<file path="config.mk">
export PLATFORM = sky130hd
export DESIGN_NAME = turn_controller
export DESIGN_NICKNAME = d
export VERILOG_FILES = /design/src/rtl/turn_pkg.sv /design/src/rtl/frame_tick_sync.sv /design/src/rtl/turn_controller.sv
export SDC_FILE = /design/constraint.sdc
export NUM_CORES = 1
export LEC_CHECK = 0
export BUFFER_PORTS_ARGS = -buffer_cell sky130_fd_sc_hd__buf_2
export CAP_MARGIN = 20
export CORE_MARGIN = 2
export CORE_UTILIZATION = 45
export CTS_BUF_LIST = sky130_fd_sc_hd__clkbuf_4 sky130_fd_sc_hd__clkbuf_8
export CTS_CLUSTER_DIAMETER = 40
export DETAILED_ROUTE_END_ITERATION = 10
export GPL_TIMING_DRIVEN = 1
export PLACE_DENSITY = 0.69
export SYNTH_ARGS = -nofsm -noshare
export SYNTH_HDL_FRONTEND = slang
export SYNTH_SLANG_ARGS = --single-unit
export TNS_END_PERCENT = 5
</file>
<file path="constraint.sdc">
create_clock -name clk -period 9.3 [get_ports clk]
set_input_delay 2.79 -clock clk [delete_from_list [all_inputs] [get_ports clk]]
set_output_delay 2.79 -clock clk [all_outputs]
set_load 0.05 [all_outputs]
</file>
<file path="src/rtl/turn_pkg.sv">
// Shared types, limits and aim helpers for the turn controller.
package turn_pkg;

    typedef enum logic [2:0] {
        StAim,
        StFire,
        StArm,
        StFlight,
        StSettle,
        StSwitch
    } turn_state_e;

    localparam logic [3:0] ANGLE_MAX    = 4'd8;
    localparam logic [2:0] POWER_MAX    = 3'd7;
    localparam logic [3:0] P0_ANGLE_DEF = 4'd6;
    localparam logic [3:0] P1_ANGLE_DEF = 4'd2;
    localparam logic [2:0] POWER_DEF    = 3'd3;

    // Saturating single step of the angle; inc and dec together leave it alone.
    function automatic logic [3:0] step_angle(input logic [3:0] cur, input logic inc,
                                              input logic dec);
        logic [3:0] res;
        res = cur;
        if (inc && !dec && cur < ANGLE_MAX) begin
            res = cur + 4'd1;
        end else if (dec && !inc && cur != 4'd0) begin
            res = cur - 4'd1;
        end
        return res;
    endfunction

    // Saturating single step of the power.
    function automatic logic [2:0] step_power(input logic [2:0] cur, input logic inc,
                                              input logic dec);
        logic [2:0] res;
        res = cur;
        if (inc && !dec && cur != POWER_MAX) begin
            res = cur + 3'd1;
        end else if (dec && !inc && cur != 3'd0) begin
            res = cur - 3'd1;
        end
        return res;
    endfunction

endpackage

</file>
<file path="src/rtl/frame_tick_sync.sv">
// Brings the asynchronous frame clock into the clk domain as a one-cycle tick.
module frame_tick_sync (
    input  logic clk,
    input  logic reset_n,
    input  logic frame_clk,
    output logic frame_tick
);

    logic sync1_q, sync2_q, prev_q, tick_q;

    // Two-flop synchroniser, rising-edge detect, registered pulse.
    always_ff @(posedge clk or negedge reset_n) begin
        if (!reset_n) begin
            sync1_q <= 1'b0;
            sync2_q <= 1'b0;
            prev_q  <= 1'b0;
            tick_q  <= 1'b0;
        end else begin
            sync1_q <= frame_clk;
            sync2_q <= sync1_q;
            prev_q  <= sync2_q;
            tick_q  <= sync2_q & ~prev_q;
        end
    end

    assign frame_tick = tick_q;

endmodule

</file>
<file path="src/rtl/turn_controller.sv">
// Per-player aim, launch handshake to the bomb, flight tracking and turn hand-over.
module turn_controller
    import turn_pkg::*;
#(
    parameter int unsigned REPEAT_FRAMES = 8,
    parameter int unsigned ARM_FRAMES    = 4,
    parameter int unsigned FLIGHT_FRAMES = 600,
    parameter int unsigned SETTLE_FRAMES = 30,
    parameter int unsigned BARREL_OFS    = 6
) (
    input  logic       clk,
    input  logic       reset_n,
    input  logic       frame_clk,
    input  logic       key_left,
    input  logic       key_right,
    input  logic       key_up,
    input  logic       key_down,
    input  logic       key_fire,
    input  logic [9:0] tank0_x,
    input  logic [9:0] tank0_y,
    input  logic [9:0] tank1_x,
    input  logic [9:0] tank1_y,
    input  logic       bomb_done,
    output logic       launch,
    output logic [9:0] launchX,
    output logic [9:0] launchY,
    output logic [3:0] angle,
    output logic [2:0] power,
    output logic       active_player,
    output logic       busy
);

    localparam int unsigned CNT_W = 10;
    localparam logic [CNT_W-1:0] REPEAT_LAST = CNT_W'(REPEAT_FRAMES - 1);
    localparam logic [CNT_W-1:0] ARM_LAST    = CNT_W'(ARM_FRAMES - 1);
    localparam logic [CNT_W-1:0] FLIGHT_LAST = CNT_W'(FLIGHT_FRAMES - 1);
    localparam logic [CNT_W-1:0] SETTLE_LAST = CNT_W'(SETTLE_FRAMES - 1);
    localparam logic [9:0]       BARREL_W    = 10'(BARREL_OFS);

    logic frame_tick;

    turn_state_e      state_q, state_d;
    logic [CNT_W-1:0] cnt_q, cnt_d;
    logic [3:0]       p0_angle_q, p0_angle_d, p1_angle_q, p1_angle_d;
    logic [2:0]       p0_power_q, p0_power_d, p1_power_q, p1_power_d;
    logic             active_q, active_d;
    logic             launch_q, launch_d;
    logic [9:0]       launch_x_q, launch_x_d, launch_y_q, launch_y_d;
    logic             fire_prev_q, fire_prev_d;
    logic [3:0]       aim_prev_q, aim_prev_d;

    logic [3:0] aim_keys, aim_step, cur_angle, new_angle;
    logic [2:0] cur_power, new_power;
    logic       fire_edge, repeat_due;

    frame_tick_sync u_frame_tick_sync (
        .clk        (clk),
        .reset_n    (reset_n),
        .frame_clk  (frame_clk),
        .frame_tick (frame_tick)
    );

    // Key bits ordered {left, right, up, down}.
    assign aim_keys   = {key_left, key_right, key_up, key_down};
    assign fire_edge  = key_fire & ~fire_prev_q;
    assign repeat_due = (cnt_q == REPEAT_LAST);
    // A key steps on its first held tick and then whenever the repeat interval runs out.
    assign aim_step   = aim_keys & (~aim_prev_q | {4{repeat_due}});
    assign cur_angle  = active_q ? p1_angle_q : p0_angle_q;
    assign cur_power  = active_q ? p1_power_q : p0_power_q;
    // An opposing key held blocks the step even if only one of the pair is due.
    assign new_angle  = step_angle(cur_angle, aim_step[2] & ~aim_keys[3],
                                   aim_step[3] & ~aim_keys[2]);
    assign new_power  = step_power(cur_power, aim_step[1] & ~aim_keys[0],
                                   aim_step[0] & ~aim_keys[1]);

    // State and datapath registers.
    always_ff @(posedge clk or negedge reset_n) begin
        if (!reset_n) begin
            state_q     <= StAim;
            cnt_q       <= '0;
            p0_angle_q  <= P0_ANGLE_DEF;
            p1_angle_q  <= P1_ANGLE_DEF;
            p0_power_q  <= POWER_DEF;
            p1_power_q  <= POWER_DEF;
            active_q    <= 1'b0;
            launch_q    <= 1'b0;
            launch_x_q  <= '0;
            launch_y_q  <= '0;
            fire_prev_q <= 1'b1;
            aim_prev_q  <= '0;
        end else begin
            state_q     <= state_d;
            cnt_q       <= cnt_d;
            p0_angle_q  <= p0_angle_d;
            p1_angle_q  <= p1_angle_d;
            p0_power_q  <= p0_power_d;
            p1_power_q  <= p1_power_d;
            active_q    <= active_d;
            launch_q    <= launch_d;
            launch_x_q  <= launch_x_d;
            launch_y_q  <= launch_y_d;
            fire_prev_q <= fire_prev_d;
            aim_prev_q  <= aim_prev_d;
        end
    end

    // Next-state logic; everything advances only on a frame tick.
    always_comb begin
        state_d     = state_q;
        cnt_d       = cnt_q;
        p0_angle_d  = p0_angle_q;
        p1_angle_d  = p1_angle_q;
        p0_power_d  = p0_power_q;
        p1_power_d  = p1_power_q;
        active_d    = active_q;
        launch_d    = launch_q;
        launch_x_d  = launch_x_q;
        launch_y_d  = launch_y_q;
        fire_prev_d = fire_prev_q;
        aim_prev_d  = aim_prev_q;

        if (frame_tick) begin
            fire_prev_d = key_fire;
            aim_prev_d  = '0;
            unique case (state_q)
                StAim: begin
                    if (fire_edge) begin
                        launch_x_d = active_q ? tank1_x : tank0_x;
                        launch_y_d = (active_q ? tank1_y : tank0_y) - BARREL_W;
                        launch_d   = 1'b1;
                        state_d    = StFire;
                        cnt_d      = '0;
                    end else begin
                        aim_prev_d = aim_keys;
                        if (active_q) begin
                            p1_angle_d = new_angle;
                            p1_power_d = new_power;
                        end else begin
                            p0_angle_d = new_angle;
                            p0_power_d = new_power;
                        end
                        cnt_d = (|aim_step || aim_keys == '0) ? '0 : cnt_q + 1'b1;
                    end
                end
                StFire: begin
                    // Launch has now spanned a whole frame, so the bomb has seen it.
                    launch_d = 1'b0;
                    state_d  = StArm;
                    cnt_d    = '0;
                end
                StArm: begin
                    if (!bomb_done) begin
                        state_d = StFlight;
                        cnt_d   = '0;
                    end else if (cnt_q == ARM_LAST) begin
                        state_d = StSettle;
                        cnt_d   = '0;
                    end else begin
                        cnt_d = cnt_q + 1'b1;
                    end
                end
                StFlight: begin
                    if (bomb_done || cnt_q == FLIGHT_LAST) begin
                        state_d = StSettle;
                        cnt_d   = '0;
                    end else begin
                        cnt_d = cnt_q + 1'b1;
                    end
                end
                StSettle: begin
                    if (cnt_q == SETTLE_LAST) begin
                        state_d = StSwitch;
                        cnt_d   = '0;
                    end else begin
                        cnt_d = cnt_q + 1'b1;
                    end
                end
                StSwitch: begin
                    active_d = ~active_q;
                    state_d  = StAim;
                    cnt_d    = '0;
                end
                default: begin
                    state_d = StAim;
                    cnt_d   = '0;
                end
            endcase
        end
    end

    assign launch        = launch_q;
    assign launchX       = launch_x_q;
    assign launchY       = launch_y_q;
    assign angle         = cur_angle;
    assign power         = cur_power;
    assign active_player = active_q;
    assign busy          = (state_q != StAim);

endmodule

</file>
==> reports/metrics.yaml <==
status: "completed"
clk_pin_slew_ns: 0.07
cts_resized: 0
hold_buffers: 0
area_growth_pct: 20.3
grt_overflow: 0
ys_async_sr_fraction_pct: 100
period_share_pct: 49.5
synth_area_per_cell_um2: 9.57
hold_violations: 0
root_buffer: "clkbuf_8"
core_mm2: 0.00721
layout_commonest_cell: "buf_2"
dp_hpwl_um: 5340
stdcell_count: 528
worstPathRequired_ns: 6.51
grt_use_met1_pct: 24.4
drt.antenna.violating_nets: 0
peakVddDrop_uv: 190
cp_slowest_cell: "dfrtp_2"
use_met3_pct: 6.76
ios: 79
slowest_delay_ns: 0.66
grt_pass1_wl_um: 12400
hold_path_class: "flip-flop to flip-flop"
r2r-start: "cnt_q[0]"
max-slew-margin-rel_pct: 46.4
worst_setup_path_end_kind: "output port"
track_usage_pct: 18.9
clk_latency_ns: 0.34
gp_congestion: 0.824
p_switching_mw: 0.623
clock_path_buffers: 2
cp_max_fo: 22
fin_crit_ns: 4.61
finalNetCount: 482
yosysSeqAreaShare_pct: 43.6
slew_violations: 0
tightest_slew_ns: 0.801
cts_tree: "built"
drcViolationCount: 0
clock-sinks: 58
reg2regPathDepth: 7
p_int_mw: 0.704
routed_via_density: 5.31
first_global_vias: 2642
placed_cells: 511
p_total_mw: 1.33
setup-tns-final_ns: 0
hold_path_depth: 0
row_count: 31
comb_power_share_pct: 49.8
grt_max_degree: 59
synth.distinct_cells: 50
wl_um: 7340
syn-cell-area_mm2: 0.00335
drt-initial-drc-count: 106
start_kind: "flip-flop"
numPortBuffers: 78
busiest_layer: "met2"
h-tree-depth: 3
dieArea_mm2: 0.00815
antenna_found_initial: 0
synth_edf_count: 0
hp-start: "u_frame_tick_sync.sync1_q"
clock_skew_ns: 0.0118
p_clk_share_pct: 18.3
fin_util_pct: 55.9
cts_buffers: 9
worstPathArrival_ns: 1.82
path_buf_inv: 2
reg2reg_slack_ns: 6.67
synth_nets: 408
powerDensity_mw_per_mm2: 329
finalSetupViolCount: 0
via_count: 2805
synthFlopType: "dfrtp_1"
die_x_um: 90.3
diodes: 0
fmax_mhz: 217
fp.dieH_um: 90.3
layout_common_cells: "buf_2 (78), dfrtp_1 (49), nand2_1 (39), nor2_1 (22), mux2i_1 (21)"
startpoint: "active_player"
crit_cells: 3
yosys_warnings: 0
post_cts_buffers: 0
power.share.switching_pct: 47.0
synthCells: 350
leakage_nw: 1.90
ys_ff_latch: 58
first_pass_iters: 4
rsz0062_at_grt: "false"
drive_gt1_share_pct: 30.3
initial_core_util_pct: 46.4
power_frac_seq_pct: 31.9
met2_usage_pct: 29.8
crit_chain: "mux2i_1 -> inv_1 -> buf_2"
cp_top_family: "flip-flops"
maxCapViolations: 0
critical_path_class: "flip-flop to output port"
wl_per_cell_um: 13.9
## per-stage QoR
stage,area (um2),hold slack (ns),setup WS (ns)
after CTS,4000,0.345,4.66
after floorplan,3350,0.331,4.26
after global placement,3800,0.332,4.71
after detailed placement,3800,0.336,4.66
final,4030,0.344,4.69
after global routing,4030,0.369,4.59
## layout make-up
class,count,area [um2]
sequential,58,1460
timing repair buffer,81,433
tap,99,124
multi-input combinational,256,1740
inverter,18,67.6
fill,690,3180
clock inverter,3,40.0
clock buffer,13,166
## cell usage after synthesis, types with 3 or more instances
master,n,area [um2]
nand2b_1,7,43.8
nor2b_1,4,25.0
a21o_1,4,30.0
and3_1,3,18.8
nor3_1,6,30.0
nand3b_1,3,22.5
o21ai_0,16,80.1
inv_1,17,63.8
mux2i_1,21,210
xor2_1,7,61.3
a21oi_1,7,35.0
o21ai_1,18,90.1
dfstp_2,8,210
nand2_1,39,146
dfrtp_1,50,1250
nand3_1,16,80.1
ha_1,9,113
clkbuf_1,10,37.5
nor2_1,22,82.6
o22ai_1,3,18.8
xnor2_1,6,52.6
o32a_1,3,30.0
a31oi_1,10,62.6
buf_2,7,35.0
o211ai_1,10,75.1
mux2_2,15,169
## worst paths after layout
kind	to
worst max-delay path	angle[0]
worst max register to register	cnt_q[9]
min in group asynchronous	launchX[5]
max in group asynchronous	active_player
worst min-delay path	u_frame_tick_sync.sync2_q
worst min register to register	u_frame_tick_sync.sync2_q
## flip-flops by register name, summed over array words and instances, names as in the netlist
| signal | flops |
|---|---|
| state_q | 3 |
| u_frame_tick_sync.sync1_q | 1 |
| p1_angle_q | 4 |
| launchX | 10 |
| cnt_q | 10 |
| aim_prev_q | 4 |
| p0_angle_q | 4 |
| fire_prev_q | 1 |
| p0_power_q | 3 |
| u_frame_tick_sync.frame_tick | 1 |
| u_frame_tick_sync.sync2_q | 1 |
| u_frame_tick_sync.prev_q | 1 |
| launchY | 10 |
| launch | 1 |
| p1_power_q | 3 |
| active_player | 1 |
## per-layer routing
metal	wire length, um	share of wire [%]
met5	0	0
met4	121	1.6
met3	447	6.1
met2	3280	45
met1	3490	48
## worst register-to-register path, delay by kind of cell (launching register included)
family | cells | cell delay (ns)
flip-flops | 1 | 0.43
adder cells (fa/ha/maj) | 1 | 0.26
AO/OA/AOI/OAI | 4 | 1.34
AND/OR/NAND/NOR | 2 | 0.49
## cells by family (layout without fill, tap and decap cells)
logic type,Yosys count,in the layout,synth area share (%)
and+or+nand+nor,114,114,17.3
AOI/OAI and AO/OA,84,84,16.5
DFF,58,58,43.6
muxes,36,36,11.3
buffers and inverters,36,115,4.52
xor gates and xnor gates,13,13,3.40
adders and majority gates,9,9,3.36
## power groups by stage
stage	Combinational, mW	Clock [mW]	Sequential, mW
floorplan	0.393	0	0.553
global placement	0.650	0	0.424
detailed placement	0.662	0	0.428
CTS	0.662	0.248	0.424
global route	0.711	0.261	0.439
finish	0.660	0.243	0.424
Note: power is estimated with default switching activity, not from simulation.
